==> src/rtl/enc_dec_cfg_sequencer.sv <==
// Host-side sequencer for the encrypt/decrypt wrapper: forwards plaintext bytes and
// commits configuration words only once the wrapper pipeline has fully drained.
module enc_dec_cfg_sequencer #(
    parameter int MAX_INFLIGHT  = 8,
    parameter int SETTLE_CYCLES = 2,
    parameter int CNT_W         = 4
) (
    input  logic             clk,
    input  logic             rst,
    input  logic             host_valid,
    input  logic [7:0]       host_data,
    output logic             host_ready,
    input  logic             host_cfg_valid,
    input  logic [63:0]      host_cfg_data,
    output logic             host_cfg_ready,
    input  logic             decrypt_valid_out,
    output logic             enable,
    output logic [7:0]       data_in_encrypt,
    output logic             cfg_wen,
    output logic [63:0]      cfg_data_in,
    output logic             busy,
    output logic [CNT_W-1:0] inflight,
    output logic [7:0]       cfg_count,
    output logic             err
);

    typedef enum logic [1:0] {
        ST_RUN    = 2'd0,
        ST_DRAIN  = 2'd1,
        ST_LOAD   = 2'd2,
        ST_SETTLE = 2'd3
    } state_t;

    state_t            state_r;
    logic [63:0]       pending_r;
    logic [3:0]        settle_r;
    logic [CNT_W-1:0]  inflight_r;
    logic              enable_r;
    logic [7:0]        data_r;
    logic              cfg_wen_r;
    logic [63:0]       cfg_data_r;
    logic [7:0]        cfg_count_r;
    logic              busy_r;
    logic              err_r;

    logic              run_s;
    logic              byte_acc_s;
    logic              cfg_acc_s;
    logic              room_s;

    // Handshake readiness; a configuration word wins over a simultaneous byte.
    always_comb begin
        run_s          = (state_r == ST_RUN);
        room_s         = (inflight_r < CNT_W'(MAX_INFLIGHT));
        host_cfg_ready = run_s;
        host_ready     = run_s && !host_cfg_valid && room_s;
        cfg_acc_s      = host_cfg_valid && run_s;
        byte_acc_s     = host_valid && host_ready;
    end

    // Byte path into the wrapper; data holds its last value while enable is low.
    always_ff @(posedge clk or posedge rst) begin
        if (rst) begin
            enable_r <= 1'b0;
            data_r   <= 8'h00;
        end else begin
            enable_r <= byte_acc_s;
            if (byte_acc_s) begin
                data_r <= host_data;
            end else begin
                data_r <= data_r;
            end
        end
    end

    // In-flight accounting; a return with nothing outstanding flags a sticky error.
    always_ff @(posedge clk or posedge rst) begin
        if (rst) begin
            inflight_r <= {CNT_W{1'b0}};
            err_r      <= 1'b0;
        end else begin
            if (decrypt_valid_out && (inflight_r == {CNT_W{1'b0}})) begin
                err_r <= 1'b1;
            end else begin
                err_r <= err_r;
            end
            if (byte_acc_s && !decrypt_valid_out) begin
                inflight_r <= inflight_r + CNT_W'(1'b1);
            end else if (decrypt_valid_out && !byte_acc_s && (inflight_r != {CNT_W{1'b0}})) begin
                inflight_r <= inflight_r - CNT_W'(1'b1);
            end else begin
                inflight_r <= inflight_r;
            end
        end
    end

    // Configuration sequencing: drain, commit for one cycle, then settle before resuming.
    always_ff @(posedge clk or posedge rst) begin
        if (rst) begin
            state_r     <= ST_RUN;
            pending_r   <= 64'h0;
            settle_r    <= 4'd0;
            cfg_wen_r   <= 1'b0;
            cfg_data_r  <= 64'h0;
            cfg_count_r <= 8'd0;
            busy_r      <= 1'b0;
        end else begin
            cfg_wen_r <= 1'b0;
            case (state_r)
                ST_RUN: begin
                    if (cfg_acc_s) begin
                        pending_r <= host_cfg_data;
                        busy_r    <= 1'b1;
                        state_r   <= ST_DRAIN;
                    end else begin
                        busy_r    <= 1'b0;
                    end
                end
                ST_DRAIN: begin
                    // Outputs are registered, so the commit is launched on entry to LOAD.
                    if ((inflight_r == {CNT_W{1'b0}}) && !enable_r) begin
                        cfg_wen_r   <= 1'b1;
                        cfg_data_r  <= pending_r;
                        cfg_count_r <= cfg_count_r + 8'd1;
                        state_r     <= ST_LOAD;
                    end else begin
                        state_r     <= ST_DRAIN;
                    end
                end
                ST_LOAD: begin
                    settle_r <= 4'(SETTLE_CYCLES);
                    state_r  <= ST_SETTLE;
                end
                ST_SETTLE: begin
                    settle_r <= settle_r - 4'd1;
                    if (settle_r <= 4'd1) begin
                        busy_r  <= 1'b0;
                        state_r <= ST_RUN;
                    end else begin
                        state_r <= ST_SETTLE;
                    end
                end
                default: begin
                    busy_r  <= 1'b0;
                    state_r <= ST_RUN;
                end
            endcase
        end
    end

    assign enable          = enable_r;
    assign data_in_encrypt = data_r;
    assign cfg_wen         = cfg_wen_r;
    assign cfg_data_in     = cfg_data_r;
    assign busy            = busy_r;
    assign inflight        = inflight_r;
    assign cfg_count       = cfg_count_r;
    assign err             = err_r;

endmodule

==> config.mk <==
export PLATFORM = sky130hd
export DESIGN_NAME = enc_dec_cfg_sequencer
export DESIGN_NICKNAME = d
export VERILOG_FILES = /design/src/rtl/enc_dec_cfg_sequencer.sv
export SDC_FILE = /design/constraint.sdc
export NUM_CORES = 1
export LEC_CHECK = 0
export BUFFER_PORTS_ARGS = -buffer_cell sky130_fd_sc_hd__buf_2
export CAP_MARGIN = 0
export CORE_UTILIZATION = 47
export DETAILED_ROUTE_END_ITERATION = 8
export PLACE_DENSITY = 0.75
export SLEW_MARGIN = 15
export SYNTH_ARGS = -nofsm -noshare
export SYNTH_HDL_FRONTEND = slang
export SYNTH_SLANG_ARGS = --single-unit
==> constraint.sdc <==
create_clock -name clk -period 5.7 [get_ports clk]
set_input_delay 1.71 -clock clk [delete_from_list [all_inputs] [get_ports clk]]
set_output_delay 1.71 -clock clk [all_outputs]
set_load 0.1 [all_outputs]
==> results.toml <==
[outcome]
status = "completed"

[synthesis]
syn-cell-area_um2 = 6192
synth_cells = 407
synth_edf_count = 0
synth_top_cell_area_share = 0.6385
synth_mux_area_frac = 0.2411
synthXorXnorAreaFrac = 0.01273
synth.largest_area_cell = "dfrtp_1"
ys_top_cells_by_count = "158 x dfrtp_1, 129 x mux2_2, 27 x nand2_1"
synthFlopType = "dfrtp_1"
synth.distinct_cells = 36
synth-adder-area-share = 0.01334
yosys_warnings = 0
yosys.area_share.simple = 0.04849
async_reset_ff_frac = 1.000
synth.area.top_cells = "dfrtp_1 64%, mux2_2 23%, nand2_1 1.6%, buf_6 1.3%, ha_1 1.0%"
syn-num-nets = 490
yosysMostFrequentCell = "dfrtp_1"
ys_ff_latch = 158
synth_top_family_by_area = "multiplexers"
synth-compound-area-share = 0.01920
seq_area_frac_synth = 0.6385
synth.avg_cell_area_um2 = 15.21

[clock_tree]
clk_latency_ns = 0.42
cts_buffer_depth = 2
post_cts_buffers = 0
post_cts_resized = 0
cts_tree = "built"
clkTransAtPathRegs_ns = 0.06
cts.sinks = 158
h-tree-depth = 4
clockRootBuffer = "clkbuf_16"
holdBufCountCts = 0
cts_buffers = 17

[placed_design]
place_congestion = 0.7800
io_buffers = 166
place_ws_ns = 1.477
dp_hpwl_um = 7997

[finish]
fin_nets = 661
fill_cells = 1044
drive_above_1_share = 0.5644
syn2layout_area_growth_pct = 25.48
diodes = 0

[min_path]
worstHoldStart = "cfg_count[7]"
hold_class = "flop to flop"

[floorplanning]
initial_core_util = 0.4867
dieHeight_um = 116.8
dieArea_um2 = 13640
rows = 41
die_w_um = 116.8
fp.coreArea_um2 = 12720
io-pin-count = 167

[global_route]
grt_first_pass_wirelength_um = 18530
grt_overflow = 0
gr-usage-all-layers = 0.1820
grt_pass1_vias = 3850
grt_max_degree = 82
antenna_found_initial = 0

[critical_path]
crit_chain = "buf_2 > nor4_4 > buf_2"
crit_required_ns = 3.99
cp_slowest_stage_delay_ns = 0.48
startpoint_type = "primary input"
path_max_fanout = 4
r2r_start = "state_r[1]"
cp-startpoint = "host_cfg_valid"
crit_path_top_delay_cell = "buf_2"
criticalPathCategory = "primary input to primary output"
end_kind = "primary output"
crit_top_cell = "buf_2"
crit_arrival_ns = 2.52

[sta]
layout_setup_ws_ns = 1.471
relSlewSlack = 0.5284
period_needed_ns = 4.229
finalHoldViolCount = 0
rsz0062_at_grt = "no"
slew_viol_final = 0
skew_ns = 0.008483
fin_crit_sh = 0.7420
fmax_mhz = 236.5
fin_tns_setup_ns = 0
setup_viol = 0
worst_slew_pin_slew_ns = 0.6983

[detailed_routing]
firstDrtPassIters = 4
drt_iter0_markers = 110
vias = 3783
routedWlPerCell_um = 15.37
drt-total-wl_um = 11710
viasPerCell = 4.965
ant_nets = 0
drc_errors = 0

[run]
drv_cap = 0
## registers in the layout, summed over array words and instances (netlist names), 2 cells and up
name             cells
settle_r             4
pending_r           64
cfg_data_in         64
inflight             4
state_r              2
cfg_count            8
data_in_encrypt      8
## metrics by stage
stage	instance area [µm²]	hold slack (ns)	util	cells
4_1_cts	7769	0.4667	0.6106	762
6_report	7770	0.4656	0.6107	762
2_1_floorplan	6196	0.4750	-	407
5_1_grt	7770	0.4751	0.6107	762
3_5_place_dp	7158	0.4500	0.5626	731
3_3_place_gp	7158	0.4389	0.5626	731
## layout make-up
class,count,area (µm²),area share
sequential,158,3954,0.5089
multi-input combinational,222,2076,0.2671
timing repair buffer,171,880.8,0.1134
clock buffer,25,505.5,0.06506
tap,172,215.2,0.02770
clock inverter,6,105.1,0.01353
inverter,8,33.78,0.004348
## layout by cell type (no fill, tap or decap), types with 4 or more instances in the layout
cell	count
clkbuf_16	17
nand3_1	8
xnor2_1	7
mux2i_1	4
nand2_1	27
buf_2	166
nor2_1	4
ha_1	5
mux2_2	129
clkbuf_8	5
dfrtp_1	158
inv_1	7
buf_4	4
## metal layers
layer | wire, µm | track usage | up-vias
met5 | 0 | 0 | -
met4 | 203 | 0.09198 | 0
met3 | 964 | 0.07055 | 17
met2 | 5404 | 0.2813 | 128
met1 | 5137 | 0.2239 | 1879
li1 | - | - | 1759
## kinds of logic after synthesis
family | Yosys count
flops | 158
mux | 133
simple gates | 56
buf+inv | 27
compound gates | 18
xor+xnor | 9
fa+ha+maj | 6
## worst max-delay path: cells and delay by family
kind	cells	cell delay, ns
buf+inv	2	0.62
simple gates	1	0.19
## worst paths after layout
check,end,slack (ns),depth (start not counted)
setup reg to reg,inflight[1],2.70,8
hold reg to reg,cfg_count[7],0.47,1
setup / recovery,host_ready,1.47,3
min in group asynchronous,pending_r[43],1.40,2
hold / removal,cfg_count[7],0.47,1
max in group asynchronous,pending_r[42],3.30,3
Power is left out: the tool's default activity adds up to more than one toggle a clock period on the data nets, which glitch-free logic cannot reach.
